$ cat src/rtl/ready_bits_update_sched.sv
// ready_bits_update_sched: round-robin sequencer of per-requester ready-bit updates into a single-ported demux
// Ports:
//   clk, rst (sync, active-low)
//   req_valid[k], req_wfid slice k, req_info slice k : push side of requester k FIFO
//   req_ready[k]  : FIFO k not full (registered count, no pop-through)
//   demux_addr/in/en : registered drive of the demux
//   grant_id      : requester whose valid entry was last delivered
//   bad_wfid      : one-cycle pulse for a popped entry with wfid >= WF_PER_CU
//   overflow_err  : sticky push-while-full flag
module ready_bits_update_sched #(
    parameter int WF_ID_LENGTH             = 6,
    parameter int WF_PER_CU                = 40,
    parameter int ISSUE_GPR_RD_BITS_LENGTH = 8,
    parameter int TOTAL_INFO_LENGTH        = ISSUE_GPR_RD_BITS_LENGTH,
    parameter int NUM_REQ                  = 3,
    parameter int FIFO_DEPTH               = 4
) (
    input  logic                                 clk,
    input  logic                                 rst,
    input  logic [NUM_REQ-1:0]                   req_valid,
    input  logic [NUM_REQ*WF_ID_LENGTH-1:0]      req_wfid,
    input  logic [NUM_REQ*TOTAL_INFO_LENGTH-1:0] req_info,
    output logic [NUM_REQ-1:0]                   req_ready,
    output logic [WF_ID_LENGTH-1:0]              demux_addr,
    output logic [TOTAL_INFO_LENGTH-1:0]         demux_in,
    output logic                                 demux_en,
    output logic [1:0]                           grant_id,
    output logic                                 bad_wfid,
    output logic                                 overflow_err
);
    localparam int PW = $clog2(FIFO_DEPTH);
    // count needs one extra bit to represent a full FIFO
    localparam int CW = PW + 1;

    logic [CW-1:0]                count   [NUM_REQ];
    logic [PW-1:0]                wr_ptr  [NUM_REQ];
    logic [PW-1:0]                rd_ptr  [NUM_REQ];
    logic [WF_ID_LENGTH-1:0]      wf_mem  [NUM_REQ][FIFO_DEPTH];
    logic [TOTAL_INFO_LENGTH-1:0] inf_mem [NUM_REQ][FIFO_DEPTH];
    logic [NUM_REQ-1:0]           full, nonempty, push, pop;
    logic [1:0]                   last_grant, win, idx;
    logic                         grant, win_ok;
    logic [WF_ID_LENGTH-1:0]      win_wfid;
    logic [TOTAL_INFO_LENGTH-1:0] win_info;

    always_comb begin
        full     = '0;
        nonempty = '0;
        push     = '0;
        for (int k = 0; k < NUM_REQ; k++) begin
            full[k]     = count[k] == CW'(FIFO_DEPTH);
            nonempty[k] = count[k] != '0;
            push[k]     = req_valid[k] && !full[k];
        end
    end

    assign req_ready = ~full;

    // round-robin search starting just after the previous winner
    always_comb begin
        grant = 1'b0;
        win   = last_grant;
        idx   = '0;
        for (int i = 1; i <= NUM_REQ; i++) begin
            idx = 2'((int'(last_grant) + i) % NUM_REQ);
            if (!grant && nonempty[idx]) begin
                grant = 1'b1;
                win   = idx;
            end
        end
    end

    always_comb begin
        pop = '0;
        for (int k = 0; k < NUM_REQ; k++)
            pop[k] = grant && (win == 2'(k));
    end

    assign win_wfid = wf_mem[win][rd_ptr[win]];
    assign win_info = inf_mem[win][rd_ptr[win]];
    assign win_ok   = int'(win_wfid) < WF_PER_CU;

    // storage carries no reset; occupancy is tracked by count alone
    always_ff @(posedge clk) begin
        for (int k = 0; k < NUM_REQ; k++) begin
            if (push[k]) begin
                wf_mem[k][wr_ptr[k]]  <= req_wfid[k*WF_ID_LENGTH +: WF_ID_LENGTH];
                inf_mem[k][wr_ptr[k]] <= req_info[k*TOTAL_INFO_LENGTH +: TOTAL_INFO_LENGTH];
            end
        end
    end

    always_ff @(posedge clk) begin
        if (!rst) begin
            for (int k = 0; k < NUM_REQ; k++) begin
                count[k]  <= '0;
                wr_ptr[k] <= '0;
                rd_ptr[k] <= '0;
            end
            last_grant   <= 2'(NUM_REQ - 1);
            demux_addr   <= '0;
            demux_in     <= '0;
            demux_en     <= 1'b0;
            grant_id     <= '0;
            bad_wfid     <= 1'b0;
            overflow_err <= 1'b0;
        end else begin
            for (int k = 0; k < NUM_REQ; k++) begin
                if (push[k])
                    wr_ptr[k] <= wr_ptr[k] + PW'(1);
                if (pop[k])
                    rd_ptr[k] <= rd_ptr[k] + PW'(1);
                count[k] <= count[k] + CW'(push[k]) - CW'(pop[k]);
            end
            if (|(req_valid & full))
                overflow_err <= 1'b1;
            demux_en <= grant && win_ok;
            bad_wfid <= grant && !win_ok;
            if (grant) begin
                last_grant <= win;
                // address loads even for a bad wfid so it is visible for debug
                demux_addr <= win_wfid;
                if (win_ok) begin
                    demux_in <= win_info;
                    grant_id <= win;
                end
            end
        end
    end
endmodule

$ cat config.mk
export PLATFORM = sky130hd
export DESIGN_NAME = ready_bits_update_sched
export DESIGN_NICKNAME = d
export VERILOG_FILES = /design/src/rtl/ready_bits_update_sched.sv
export SDC_FILE = /design/constraint.sdc
export NUM_CORES = 1
export LEC_CHECK = 0
export BUFFER_PORTS_ARGS = -buffer_cell sky130_fd_sc_hd__buf_2
export CORE_ASPECT_RATIO = 0.75
export CORE_UTILIZATION = 45
export CTS_BUF_LIST = sky130_fd_sc_hd__clkbuf_8 sky130_fd_sc_hd__clkbuf_16
export CTS_CLUSTER_SIZE = 16
export DETAILED_ROUTE_END_ITERATION = 10
export PLACE_DENSITY_LB_ADDON = 0.3
export SYNTH_ARGS = -nofsm -noshare
export SYNTH_HDL_FRONTEND = slang
export SYNTH_SLANG_ARGS = --single-unit
export TNS_END_PERCENT = 10
$ cat constraint.sdc
create_clock -name clk -period 4.1 [get_ports clk]
set_input_delay 0.205 -clock clk [delete_from_list [all_inputs] [get_ports clk]]
set_output_delay 0.205 -clock clk [all_outputs]
set_load 0.005 [all_outputs]
==> flow_metrics.tcl <==
set metrics [dict create \
    status "complete, but fails checks" \
    violations "design-rule violations" \
    grt_pass1_vias 5861 \
    pin_count 69 \
    power_frac_comb_pct 47.1 \
    cts_tree "built" \
    antenna_found_initial 0 \
    relSlewSlack_pct 27.2 \
    drtIter0Drc 555 \
    tns_ns 0 \
    drv_slew 0 \
    first_pass_iters 10 \
    vias_per_cell 5.74 \
    startpoint_type "flip-flop" \
    clock-sinks 210 \
    synth_top_cell_by_area "edfxtp_1" \
    ys.flop_type "edfxtp_1" \
    internal_power_mw 5.48 \
    netlist_area_um2 9140 \
    critPathRequiredTime_ns 4.47 \
    fin_crit_sh_pct 89.4 \
    drcViolationCount 5 \
    grt_max_degree 25 \
    power.density_nw_per_um2 845 \
    h-tree-depth 1 \
    dp.cells 929 \
    p_leak_nw 3.93 \
    routabilityCongestion 0.873 \
    synth-seq-cells 210 \
    area_growth_pct 18.2 \
    routedWlPerCell_um 20.7 \
    track_usage_pct 20.6 \
    cpMostUsedCell "ha_1" \
    synth.area.top_cells "edfxtp_1, mux4_2, dfxtp_1, ha_1, nor2_1" \
    grt_setup_unrepaired "false" \
    yosysWarnings 0 \
    dpl_cell_area_um2 9750 \
    n_fill_cell 1588 \
    final_cells 1009 \
    synth_common_cells "edfxtp_1, nor2_1, inv_1" \
    antenna_cells 0 \
    hold_path_class "in -> reg" \
    fin_crit_ns 3.66 \
    cap_viol_max_count 0 \
    synth_edf_count 180 \
    seqPwrFrac_pct 33.5 \
    fin_skew_ns 0.0161 \
    cp.buffers_inverters 2 \
    synth-async-reset-ratio_pct 0 \
    register_area_um2 6010 \
    layout.nets 811 \
    p_sw_share_pct 39.9 \
    io_buffer_count 68 \
    hpwl_um 14400 \
    vias 5792 \
    grt_pass1_wl_um 32800 \
    setup_viol 0 \
    cts-root-buf "clkbuf_16" \
    hold_viol_final 0 \
    ant_nets 0 \
    path_max_fanout 14 \
    crit_family "adder cells" \
    dieArea_um2 20900 \
    switching_power_mw 3.64 \
    fin_area_um2 10800 \
    criticalPathCategory "reg -> reg" \
    critPathSlowestCell "o31a_1" \
    syn_nets 698 \
    ir_worst_vdd_mv 0.450 \
    multi_input_area_um2 2880 \
    clk_latency_ns 0.50 \
    finalPower_mw 9.13 \
    max_freq_mhz 273 \
    synth.most_common_cell "edfxtp_1" \
    path_cells "inv_1, ha_1, or2_2, a21oi_1, a221oi_2, o31a_1, nor2_1, ha_1, inv_1, ha_1, fa_1, xnor2_1, xnor2_1, nor2_1" \
    arrival_ns 4.03 \
    avgSynthCellArea_um2 14.5 \
    fin_util_pct 55.1 \
    globalRouteOverflowTotal 0 \
    yosysUniqueCellTypes 60 \
    cts_made_buffers 21 \
    ys_seq_area_share_pct 65.7 \
    drive_above_1_share_pct 20.0 \
    slowest_delay_ns 0.55 \
    yosys.area.top_type_share_pct 59.2 \
    tightestPinTransition_ns 1.09 \
    drt-total-wl_um 20900 \
    die_w_um 167 \
    clock_path_buffers 3 \
    power_frac_clock_pct 19.4 \
    clkTransAtPathRegs_ns 0.06 \
    fp-row-count 44 \
    die_y_um 125 \
    initial_core_util_pct 46.6 \
    synthCells 628 \
    core_um2 19600 \
    cp-end-kind "flip-flop" \
]
cells by family (layout without fill, tap and decap cells):
kind of cell / Yosys count / in the layout / share of synthesized area, %
flops: 210 / 210 / 65.7
buf+inv: 67 / 195 / 2.85
mux: 46 / 46 / 9.57
simple gates: 162 / 162 / 8.66
xor+xnor: 9 / 9 / 0.863
compound gates: 111 / 111 / 8.92
fa+ha+maj: 23 / 23 / 3.40
power by group through the flow:
| stage | clock [mW] | combinational (mW) | sequential [mW] |
|---|---|---|---|
| floorplan | 0 | 3.13 | 2.89 |
| global placement | 0 | 4.11 | 3.08 |
| detailed placement | 0 | 4.18 | 3.10 |
| CTS | 1.80 | 4.24 | 3.06 |
| global route | 1.88 | 4.71 | 3.10 |
| finish | 1.77 | 4.30 | 3.06 |
through the flow:
| step | hold WS [ns] | worst slack [ns] |
|---|---|---|
| floorplan | 0.304 | 0.559 |
| global route | 0.0608 | 0.173 |
| CTS | 0.0336 | 0.276 |
| global placement | 0.414 | 0.529 |
| finish | 0.0516 | 0.436 |
| detailed placement | 0.419 | 0.316 |
cell usage in the layout, fill, tap and decap left out, types with 9 or more instances in the layout:
cell type / Yosys / final
ha_1: 20 / 20
nor2_1: 63 / 63
o32ai_1: 10 / 10
and2_1: 14 / 14
nand2b_1: 9 / 9
dlygate4sd3_1: 0 / 42
clkbuf_16: 0 / 21
xnor2_1: 9 / 9
nor3_1: 10 / 10
dfxtp_1: 30 / 30
and3_1: 21 / 21
edfxtp_1: 180 / 180
nand2_1: 20 / 20
buf_2: 7 / 68
a21oi_1: 15 / 15
nand3_1: 10 / 10
buf_4: 0 / 10
o21ai_0: 30 / 30
mux4_2: 32 / 32
inv_1: 36 / 45
state kept, by name, indices dropped and copies added, names as in the netlist, 6 cells and up:
signal      flops
demux_in        8
wf_mem         72
inf_mem        96
demux_addr      6
wr_ptr          6
count           9
rd_ptr          6
metal layers:
metal / up-vias / global-route usage [%] / wire, µm
met2: 238 / 31.3 / 9320
met5: - / 0 / 0
met1: 2875 / 29.8 / 9470
met4: 0 / 5.56 / 423
li1: 2648 / - / -
met3: 31 / 4.75 / 1680
path summary, 6_finish.rpt:
kind	slack [ns]	to	from	cells after the start
setup / recovery	0.44	count[0][5]	last_grant[1]	14
hold reg to reg	0.46	demux_in[0]	demux_in[0]	2
setup reg to reg	0.44	count[0][5]	last_grant[1]	14
hold / removal	0.05	overflow_err	req_valid[0]	3
cell type report:
cell class,count,share of cell area (%)
flip-flops and latches,210,55.6
multi-input cells,351,26.6
repair buffers,120,7.74
clock buffers,21,4.87
well taps,253,2.93
inverters,37,1.29
clock inverters,17,0.938
worst register-to-register path, cell delays in order (launching register included):
cell and delay (ns):
dfxtp_1 0.32, inv_1 0.05, ha_1 0.41, or2_2 0.20
a21oi_1 0.07, a221oi_2 0.50, o31a_1 0.55, nor2_1 0.10
ha_1 0.29, inv_1 0.04, ha_1 0.20, fa_1 0.40
xnor2_1 0.20, xnor2_1 0.15, nor2_1 0.06
timing repair:
action	in CTS	in global routing
hold buffers	42	0
buffers inserted	0	0
gates resized for setup	0	1
endpoints found under the hold margin	168	0
endpoints found under the setup margin	0	1
Power figures use the tool's default switching activity.
